`src/rtl/dsp_div_if.sv`:
```
// dsp_div request/response bundle.
// Master issues divisions, slave (the divider) returns results.
interface dsp_div_if;
   logic        req_valid;
   logic        req_ready;
   logic [31:0] req_command;
   logic [31:0] req_in_1;
   logic [31:0] req_in_2;
   logic        resp_valid;
   logic        resp_ready;
   logic [63:0] resp_result;

   modport master (
      output req_valid, req_command, req_in_1, req_in_2, resp_ready,
      input  req_ready, resp_valid, resp_result
   );

   modport slave (
      input  req_valid, req_command, req_in_1, req_in_2, resp_ready,
      output req_ready, resp_valid, resp_result
   );
endinterface

```
`src/rtl/dsp_div.sv`:
```
// Sequential radix-2 restoring divider: scalar 32/32 or dual 16/16, signed/unsigned.
// Define DSP_DIV_EARLY_EXIT_EN to skip iterations when every lane is a special case.
module dsp_div (
   input  logic     clk,
   input  logic     reset,
   dsp_div_if.slave bus
);
   typedef enum logic [1:0] {IDLE, CALC, DONE} state_t;

   state_t      state_q, state_d;
   logic        pk_q, pk_d;
   logic        bad_q, bad_d;
   logic [31:0] in1_q, in1_d;
   logic [31:0] a_q, a_d;
   logic [31:0] b_q, b_d;
   logic [31:0] r_q, r_d;
   logic [15:0] rh_q, rh_d;
   logic [1:0]  qsg_q, qsg_d;
   logic [1:0]  rsg_q, rsg_d;
   logic [1:0]  dz_q, dz_d;
   logic [1:0]  ov_q, ov_d;
   logic [5:0]  cnt_q, cnt_d;
   logic        rv_q, rv_d;
   logic [63:0] res_q, res_d;

   function automatic logic [63:0] lane32(
      input logic [31:0] qm, rm, dvd,
      input logic qs, rs, dz, ov);
      logic [31:0] q, r;
      q = qs ? -qm : qm;
      r = rs ? -rm : rm;
      if (dz) begin
         q = '1;
         r = dvd;
      end else if (ov) begin
         q = dvd;
         r = '0;
      end
      return {r, q};
   endfunction

   function automatic logic [31:0] lane16(
      input logic [15:0] qm, rm, dvd,
      input logic qs, rs, dz, ov);
      logic [15:0] q, r;
      q = qs ? -qm : qm;
      r = rs ? -rm : rm;
      if (dz) begin
         q = '1;
         r = dvd;
      end else if (ov) begin
         q = dvd;
         r = '0;
      end
      return {r, q};
   endfunction

   // Scalar mode keeps its signs in index 1 and its special flags in index 0.
   function automatic logic [63:0] pack(
      input logic bad, pk,
      input logic [31:0] dvd, qm, rm,
      input logic [15:0] rmh,
      input logic [1:0] qs, rs, dz, ov);
      logic [31:0] lo, hi;
      if (bad) return '0;
      if (!pk) return lane32(qm, rm, dvd, qs[1], rs[1], dz[0], ov[0]);
      lo = lane16(qm[15:0], rm[15:0], dvd[15:0], qs[0], rs[0], dz[0], ov[0]);
      hi = lane16(qm[31:16], rmh, dvd[31:16], qs[1], rs[1], dz[1], ov[1]);
      return {hi[31:16], lo[31:16], hi[15:0], lo[15:0]};
   endfunction

   logic        ok, pk, sg, sp_all;
   logic [31:0] x, y, ax, ay;
   logic [1:0]  n1, n2, dz_p, ov_p, dz_in, ov_in;
   logic        dz_s, ov_s;

   assign x  = bus.req_in_1;
   assign y  = bus.req_in_2;
   assign ok = (bus.req_command[31:2] == '0);
   assign pk = ok & bus.req_command[1];
   assign sg = ok & bus.req_command[0];
   assign n1 = {sg & x[31], sg & x[15]};
   assign n2 = {sg & y[31], sg & y[15]};

   assign ax = pk ? {n1[1] ? -x[31:16] : x[31:16],
                     n1[0] ? -x[15:0]  : x[15:0]}
                  : (n1[1] ? -x : x);
   assign ay = pk ? {n2[1] ? -y[31:16] : y[31:16],
                     n2[0] ? -y[15:0]  : y[15:0]}
                  : (n2[1] ? -y : y);

   assign dz_s = (y == '0);
   assign ov_s = sg & (x == 32'h8000_0000) & (y == '1);
   assign dz_p = {y[31:16] == '0, y[15:0] == '0};
   assign ov_p = {sg & (x[31:16] == 16'h8000) & (y[31:16] == 16'hFFFF),
                  sg & (x[15:0] == 16'h8000) & (y[15:0] == 16'hFFFF)};
   assign dz_in = pk ? dz_p : {1'b0, dz_s};
   assign ov_in = pk ? ov_p : {1'b0, ov_s};

`ifdef DSP_DIV_EARLY_EXIT_EN
   assign sp_all = ok & (pk ? &(dz_p | ov_p) : (dz_s | ov_s));
`else
   assign sp_all = 1'b0;
`endif

   // One restoring step: both lane datapaths, selected by mode.
   logic [32:0] rs_s, ts;
   logic [16:0] rlo, tlo, rhi, thi;
   logic [31:0] a_nx, r_nx;
   logic [15:0] rh_nx;

   assign rs_s = {r_q, a_q[31]};
   assign ts   = rs_s - {1'b0, b_q};
   assign rlo  = {r_q[15:0], a_q[15]};
   assign tlo  = rlo - {1'b0, b_q[15:0]};
   assign rhi  = {rh_q, a_q[31]};
   assign thi  = rhi - {1'b0, b_q[31:16]};

   always_comb begin
      a_nx  = {a_q[30:0], ~ts[32]};
      r_nx  = ts[32] ? rs_s[31:0] : ts[31:0];
      rh_nx = '0;
      if (pk_q) begin
         a_nx  = {a_q[30:16], ~thi[16], a_q[14:0], ~tlo[16]};
         r_nx  = {16'h0, tlo[16] ? rlo[15:0] : tlo[15:0]};
         rh_nx = thi[16] ? rhi[15:0] : thi[15:0];
      end
   end

   always_comb begin
      state_d = state_q;
      pk_d    = pk_q;
      bad_d   = bad_q;
      in1_d   = in1_q;
      a_d     = a_q;
      b_d     = b_q;
      r_d     = r_q;
      rh_d    = rh_q;
      qsg_d   = qsg_q;
      rsg_d   = rsg_q;
      dz_d    = dz_q;
      ov_d    = ov_q;
      cnt_d   = cnt_q;
      rv_d    = rv_q;
      res_d   = res_q;
      unique case (state_q)
         IDLE: if (bus.req_valid) begin
            pk_d    = pk;
            bad_d   = !ok;
            in1_d   = x;
            a_d     = ax;
            b_d     = ay;
            r_d     = '0;
            rh_d    = '0;
            qsg_d   = pk ? (n1 ^ n2) : {n1[1] ^ n2[1], 1'b0};
            rsg_d   = pk ? n1 : {n1[1], 1'b0};
            dz_d    = dz_in;
            ov_d    = ov_in;
            cnt_d   = pk ? 6'd16 : 6'd32;
            state_d = CALC;
            if (sp_all) begin
               state_d = DONE;
               rv_d    = 1'b1;
               res_d   = pack(1'b0, pk, x, '0, '0, '0,
                              qsg_d, rsg_d, dz_in, ov_in);
            end
         end
         CALC: begin
            a_d   = a_nx;
            r_d   = r_nx;
            rh_d  = rh_nx;
            cnt_d = cnt_q - 6'd1;
            if (cnt_q == 6'd1) begin
               state_d = DONE;
               rv_d    = 1'b1;
               res_d   = pack(bad_q, pk_q, in1_q, a_nx, r_nx, rh_nx,
                              qsg_q, rsg_q, dz_q, ov_q);
            end
         end
         DONE: if (bus.resp_ready) begin
            state_d = IDLE;
            rv_d    = 1'b0;
         end
         default: state_d = IDLE;
      endcase
   end

   always_ff @(posedge clk or negedge reset) begin
      if (!reset) begin
         state_q <= IDLE;
         pk_q    <= 1'b0;
         bad_q   <= 1'b0;
         in1_q   <= '0;
         a_q     <= '0;
         b_q     <= '0;
         r_q     <= '0;
         rh_q    <= '0;
         qsg_q   <= '0;
         rsg_q   <= '0;
         dz_q    <= '0;
         ov_q    <= '0;
         cnt_q   <= '0;
         rv_q    <= 1'b0;
         res_q   <= '0;
      end else begin
         state_q <= state_d;
         pk_q    <= pk_d;
         bad_q   <= bad_d;
         in1_q   <= in1_d;
         a_q     <= a_d;
         b_q     <= b_d;
         r_q     <= r_d;
         rh_q    <= rh_d;
         qsg_q   <= qsg_d;
         rsg_q   <= rsg_d;
         dz_q    <= dz_d;
         ov_q    <= ov_d;
         cnt_q   <= cnt_d;
         rv_q    <= rv_d;
         res_q   <= res_d;
      end
   end

   assign bus.req_ready   = (state_q == IDLE);
   assign bus.resp_valid  = rv_q;
   assign bus.resp_result = res_q;
endmodule

```
`src/flat_wrapper.sv`:
```
// flat-port wrapper written by rule: the top's interface ports become plain ports
module dsp_div_flat 
  (clk, reset, bus_req_valid, bus_req_command, bus_req_in_1, bus_req_in_2, bus_resp_ready, bus_req_ready, bus_resp_valid, bus_resp_result);
  dsp_div_if bus_i ();
  input  logic clk;
  input  logic reset;
  input wire logic [$bits(bus_i.req_valid)-1:0] bus_req_valid;
  input wire logic [$bits(bus_i.req_command)-1:0] bus_req_command;
  input wire logic [$bits(bus_i.req_in_1)-1:0] bus_req_in_1;
  input wire logic [$bits(bus_i.req_in_2)-1:0] bus_req_in_2;
  input wire logic [$bits(bus_i.resp_ready)-1:0] bus_resp_ready;
  output wire logic [$bits(bus_i.req_ready)-1:0] bus_req_ready;
  output wire logic [$bits(bus_i.resp_valid)-1:0] bus_resp_valid;
  output wire logic [$bits(bus_i.resp_result)-1:0] bus_resp_result;
  assign bus_i.req_valid = bus_req_valid;
  assign bus_i.req_command = bus_req_command;
  assign bus_i.req_in_1 = bus_req_in_1;
  assign bus_i.req_in_2 = bus_req_in_2;
  assign bus_i.resp_ready = bus_resp_ready;
  assign bus_req_ready = bus_i.req_ready;
  assign bus_resp_valid = bus_i.resp_valid;
  assign bus_resp_result = bus_i.resp_result;
  dsp_div u_core (.clk(clk), .reset(reset), .bus(bus_i));
endmodule
```
`config.mk`:
```
export PLATFORM = sky130hd
export DESIGN_NAME = dsp_div_flat
export DESIGN_NICKNAME = d
export VERILOG_FILES = /design/src/rtl/dsp_div_if.sv /design/src/rtl/dsp_div.sv /design/src/flat_wrapper.sv
export SDC_FILE = /design/constraint.sdc
export NUM_CORES = 1
export LEC_CHECK = 0
export BUFFER_PORTS_ARGS = -buffer_cell sky130_fd_sc_hd__clkbuf_2
export CORE_MARGIN = 5
export CORE_UTILIZATION = 25
export CTS_CLUSTER_DIAMETER = 60
export CTS_CLUSTER_SIZE = 25
export DETAILED_ROUTE_END_ITERATION = 10
export SYNTH_ARGS = -nofsm -noshare
export SYNTH_HDL_FRONTEND = slang
export SYNTH_SLANG_ARGS = --single-unit
```
`constraint.sdc`:
```
create_clock -name clk -period 8.4 [get_ports clk]
set_clock_uncertainty 0.15 [all_clocks]
set_input_delay 0.42 -clock clk [delete_from_list [all_inputs] [get_ports clk]]
set_output_delay 0.42 -clock clk [all_outputs]
set_load 0.02 [all_outputs]
```
==> flow_summary.json <==
{
  "run_status": "finished, final reports clean",
  "htree_levels": 1,
  "wire_per_inst_um": 19.9,
  "crit_arrival_ns": 6.69,
  "fmax_mhz": 158,
  "io_pins": 166,
  "cp_max_fo": 13,
  "fin_crit_ns": 6.32,
  "finalSetupTns_ns": 0,
  "ff2ff_path_depth": 19,
  "rsz0062_at_grt": "no",
  "synth_top_area_share_pct": 31.1,
  "overflow": 0,
  "fp.dieArea_sq_mm": 0.0784,
  "slew_viol_final": 0,
  "grt_pass1_vias": 17200,
  "synth_area_sq_mm": 0.0182,
  "syn_nets": 2515,
  "synth_seq_area_share_pct": 31.1,
  "remaining_drc_errors": 0,
  "powerDensity_mw_per_mm2": 439,
  "synth-async-reset-ratio_pct": 100,
  "synth_ff_type": "dfrtp_1",
  "nFillCells": 7802,
  "r2r_setup_slack_ns": 2.08,
  "synthAdderAreaFrac_pct": 4.51,
  "required_ns": 8.77,
  "final_common_cell": "nand2_1",
  "hold_viol_final": 0,
  "yosys.area_share.simple_pct": 22.0,
  "yosys_warnings": 0,
  "setup_violations": 0,
  "r2r-end": "u_core.bus.resp_result[58]",
  "cap_violations": 0,
  "finish.utilization_pct": 29.0,
  "hold_path.class": "in -> reg",
  "worstSetupStartpointType": "flop",
  "worst_pin_slew_ns": 1.04,
  "first_iter_violations": 1829,
  "clockBufferDepth": 3,
  "post-route-period-util_pct": 75.2,
  "firstDrtPassIters": 6,
  "floorplan.initialDensity_pct": 25.1,
  "synth.area.mux_share_pct": 4.01,
  "whs_path_depth": 3,
  "holdPathEnd": "u_core.in1_q[23]",
  "synth-seq-cells": 227,
  "cts.clk_slew.worst_paths_ns": 0.07,
  "critPathKind": "reg -> reg",
  "ant_nets": 0,
  "synth_area_leaders": "dfrtp_1, nand2_1, o21ai_0, ha_1, xnor2_1",
  "grt_antenna_before_repair": 12,
  "port_buffers": 165,
  "fp-row-count": 99,
  "drive_above_1_share_pct": 12.1,
  "r2r_start": "u_core.a_q[15]",
  "grt_usage_pct": 16.7,
  "final_cell_mix": "nand2_1, dfrtp_1, o21ai_0",
  "dp_hpwl_mm": 50.9,
  "gp_congestion": 0.959,
  "synthXorXnorAreaFrac_pct": 8.36,
  "fp.dieH_um": 280,
  "grt_max_degree": 126,
  "cts_buffers": 29,
  "clock_latency_ns": 0.59,
  "relSlewSlack_pct": 30.2,
  "coreArea_sq_mm": 0.0727,
  "viasPerCell": 5.34,
  "synth_area_per_cell_sq_um": 7.76,
  "routed_wl_mm": 68.2,
  "grt_first_pass_wirelength_mm": 105,
  "p_leak_uw": 0.00907,
  "ir_drop_mv": 0.249,
  "via_count": 18300,
  "use_met1_pct": 23.2,
  "clkSinkCount": 227,
  "synth_top_family_by_area": "compound AO/OA/AOI/OAI gates",
  "synth.largest_area_cell": "dfrtp_1",
  "tritoncts": "done",
  "cts_setup_buffers": 0,
  "grt_use_met2_pct": 26.8,
  "gr-max-usage-layer": "met2",
  "use_met3_pct": 3.76,
  "hp-start": "bus_req_in_1[23]",
  "synth_compound_area_share_pct": 24.4,
  "die_w_um": 280,
  "finalNetCount": 2602,
  "endpoint_kind": "flop",
  "synthCells": 2351,
  "area_growth_pct": 15.8,
  "synth_edf_count": 0,
  "yosysUniqueCellTypes": 85,
  "cts_root_buf": "clkbuf_16"
}
synth_stat cells, types with 10 or more instances:
library cell,n
o31ai_1,39
xor2_1,87
clkbuf_1,128
nor4_1,35
nor2b_1,11
buf_1,14
ha_1,61
o21a_1,19
nand4_1,27
a221oi_1,10
nand3_1,92
a211oi_1,19
nor3_1,49
a21o_1,26
buf_2,14
xnor2_1,87
o41ai_1,10
o22ai_1,12
a31oi_1,36
o21ai_0,217
a21oi_1,138
mux2_2,17
inv_1,81
nor2_1,162
dfrtp_1,227
nand2_1,384
a22oi_1,34
or4_1,15
o211ai_1,22
nand2b_1,12
and3_1,22
mux2i_1,51
or3_1,16
power by group:
| group | internal [uW] | switching (uW) |
|---|---|---|
| logic | 2120 | 3750 |
| registers | 1540 | 542 |
| clock network | 755 | 565 |
| total | 4410 | 4850 |
metrics by stage:
step / setup slack [ns] / area [sq um] / power (uW) / hold WS, ns / std cells
after CTS: 2.24 / 21100 / 9200 / 0.000835 / 3419
after detailed placement: 2.30 / 19800 / 7840 / 0.308 / 3337
after global routing: 1.80 / 21100 / 9950 / 0.0243 / 3419
final: 2.08 / 21100 / 9270 / 0.0195 / 3420
after global placement: 2.41 / 19800 / 7800 / 0.304 / 3337
after floorplan: 3.33 / 18200 / 6180 / -0.0256 / 2351
worst max path at each step:
stage	cells after the start	end	slack (ns)	startpoint
after global placement	19	u_core.bus.resp_result[52]	2.41	u_core.a_q[15]
after global routing	19	u_core.bus.resp_result[58]	1.80	u_core.a_q[15]
after detailed placement	19	u_core.bus.resp_result[52]	2.30	u_core.a_q[15]
final	19	u_core.bus.resp_result[58]	2.08	u_core.a_q[15]
after floorplan	22	u_core.bus.resp_result[60]	3.33	u_core.a_q[31]
after CTS	19	u_core.bus.resp_result[58]	2.24	u_core.a_q[15]
worst max-delay path, stage by stage, from the launching register on:
cell and delay [ns]:
dfrtp_1 0.38, inv_1 0.11, ha_1 0.18, inv_1 0.05
fa_1 0.41, a211oi_1 0.24, o21ai_0 0.24, o21bai_1 0.35
mux2i_1 0.69, nand2_1 0.69, mux2i_1 0.32, mux2i_1 0.15
inv_1 0.12, ha_1 0.18, inv_1 0.07, nor4b_2 0.61
nand4_2 0.43, o31a_1 0.42, nor4_1 0.32, a211o_1 0.14
per-layer routing:
layer  wire [um]  share of wire, %
met1       30200                44
met2       30800                45
met3        5500               8.1
met4        1620               2.4
met5         107              0.16
kinds of logic after synthesis:
logic type | Yosys count
mux | 70
simple gates | 873
xor+xnor | 174
compound gates | 692
flops | 227
buf+inv | 251
fa+ha+maj | 64
state kept, by name, indices dropped and copies added (netlist names):
register and flops:
u_core.rsg_q 2, u_core.cnt_q 6, u_core.bus.resp_result 64, u_core.dz_q 2
u_core.bus.resp_valid 1, u_core.bad_q 1, u_core.qsg_q 2, u_core.pk_q 1
u_core.in1_q 32, u_core.a_q 32, u_core.b_q 32, u_core.ov_q 2
u_core.state_q 2, u_core.r_q 32, u_core.rh_q 16
repair_timing:
| action | CTS | global route |
|---|---|---|
| endpoints found under the hold margin | 131 | 0 |
| endpoints found under the setup margin | 0 | 0 |
| hold buffers | 29 | 0 |
| resized for setup | 0 | 0 |
area by class of cell:
| type | instances | area (sq um) | share of cell area, % |
|---|---|---|---|
| multi-input cells | 1873 | 11600 | 54.8 |
| flip-flops and latches | 227 | 5680 | 26.9 |
| repair buffers | 222 | 1350 | 6.39 |
| well taps | 959 | 1200 | 5.68 |
| clock buffers | 35 | 758 | 3.59 |
| inverters | 85 | 319 | 1.51 |
| clock inverters | 18 | 233 | 1.10 |
| diodes | 1 | 2.50 | 0.0119 |
Note: power is estimated with default switching activity, not from simulation.
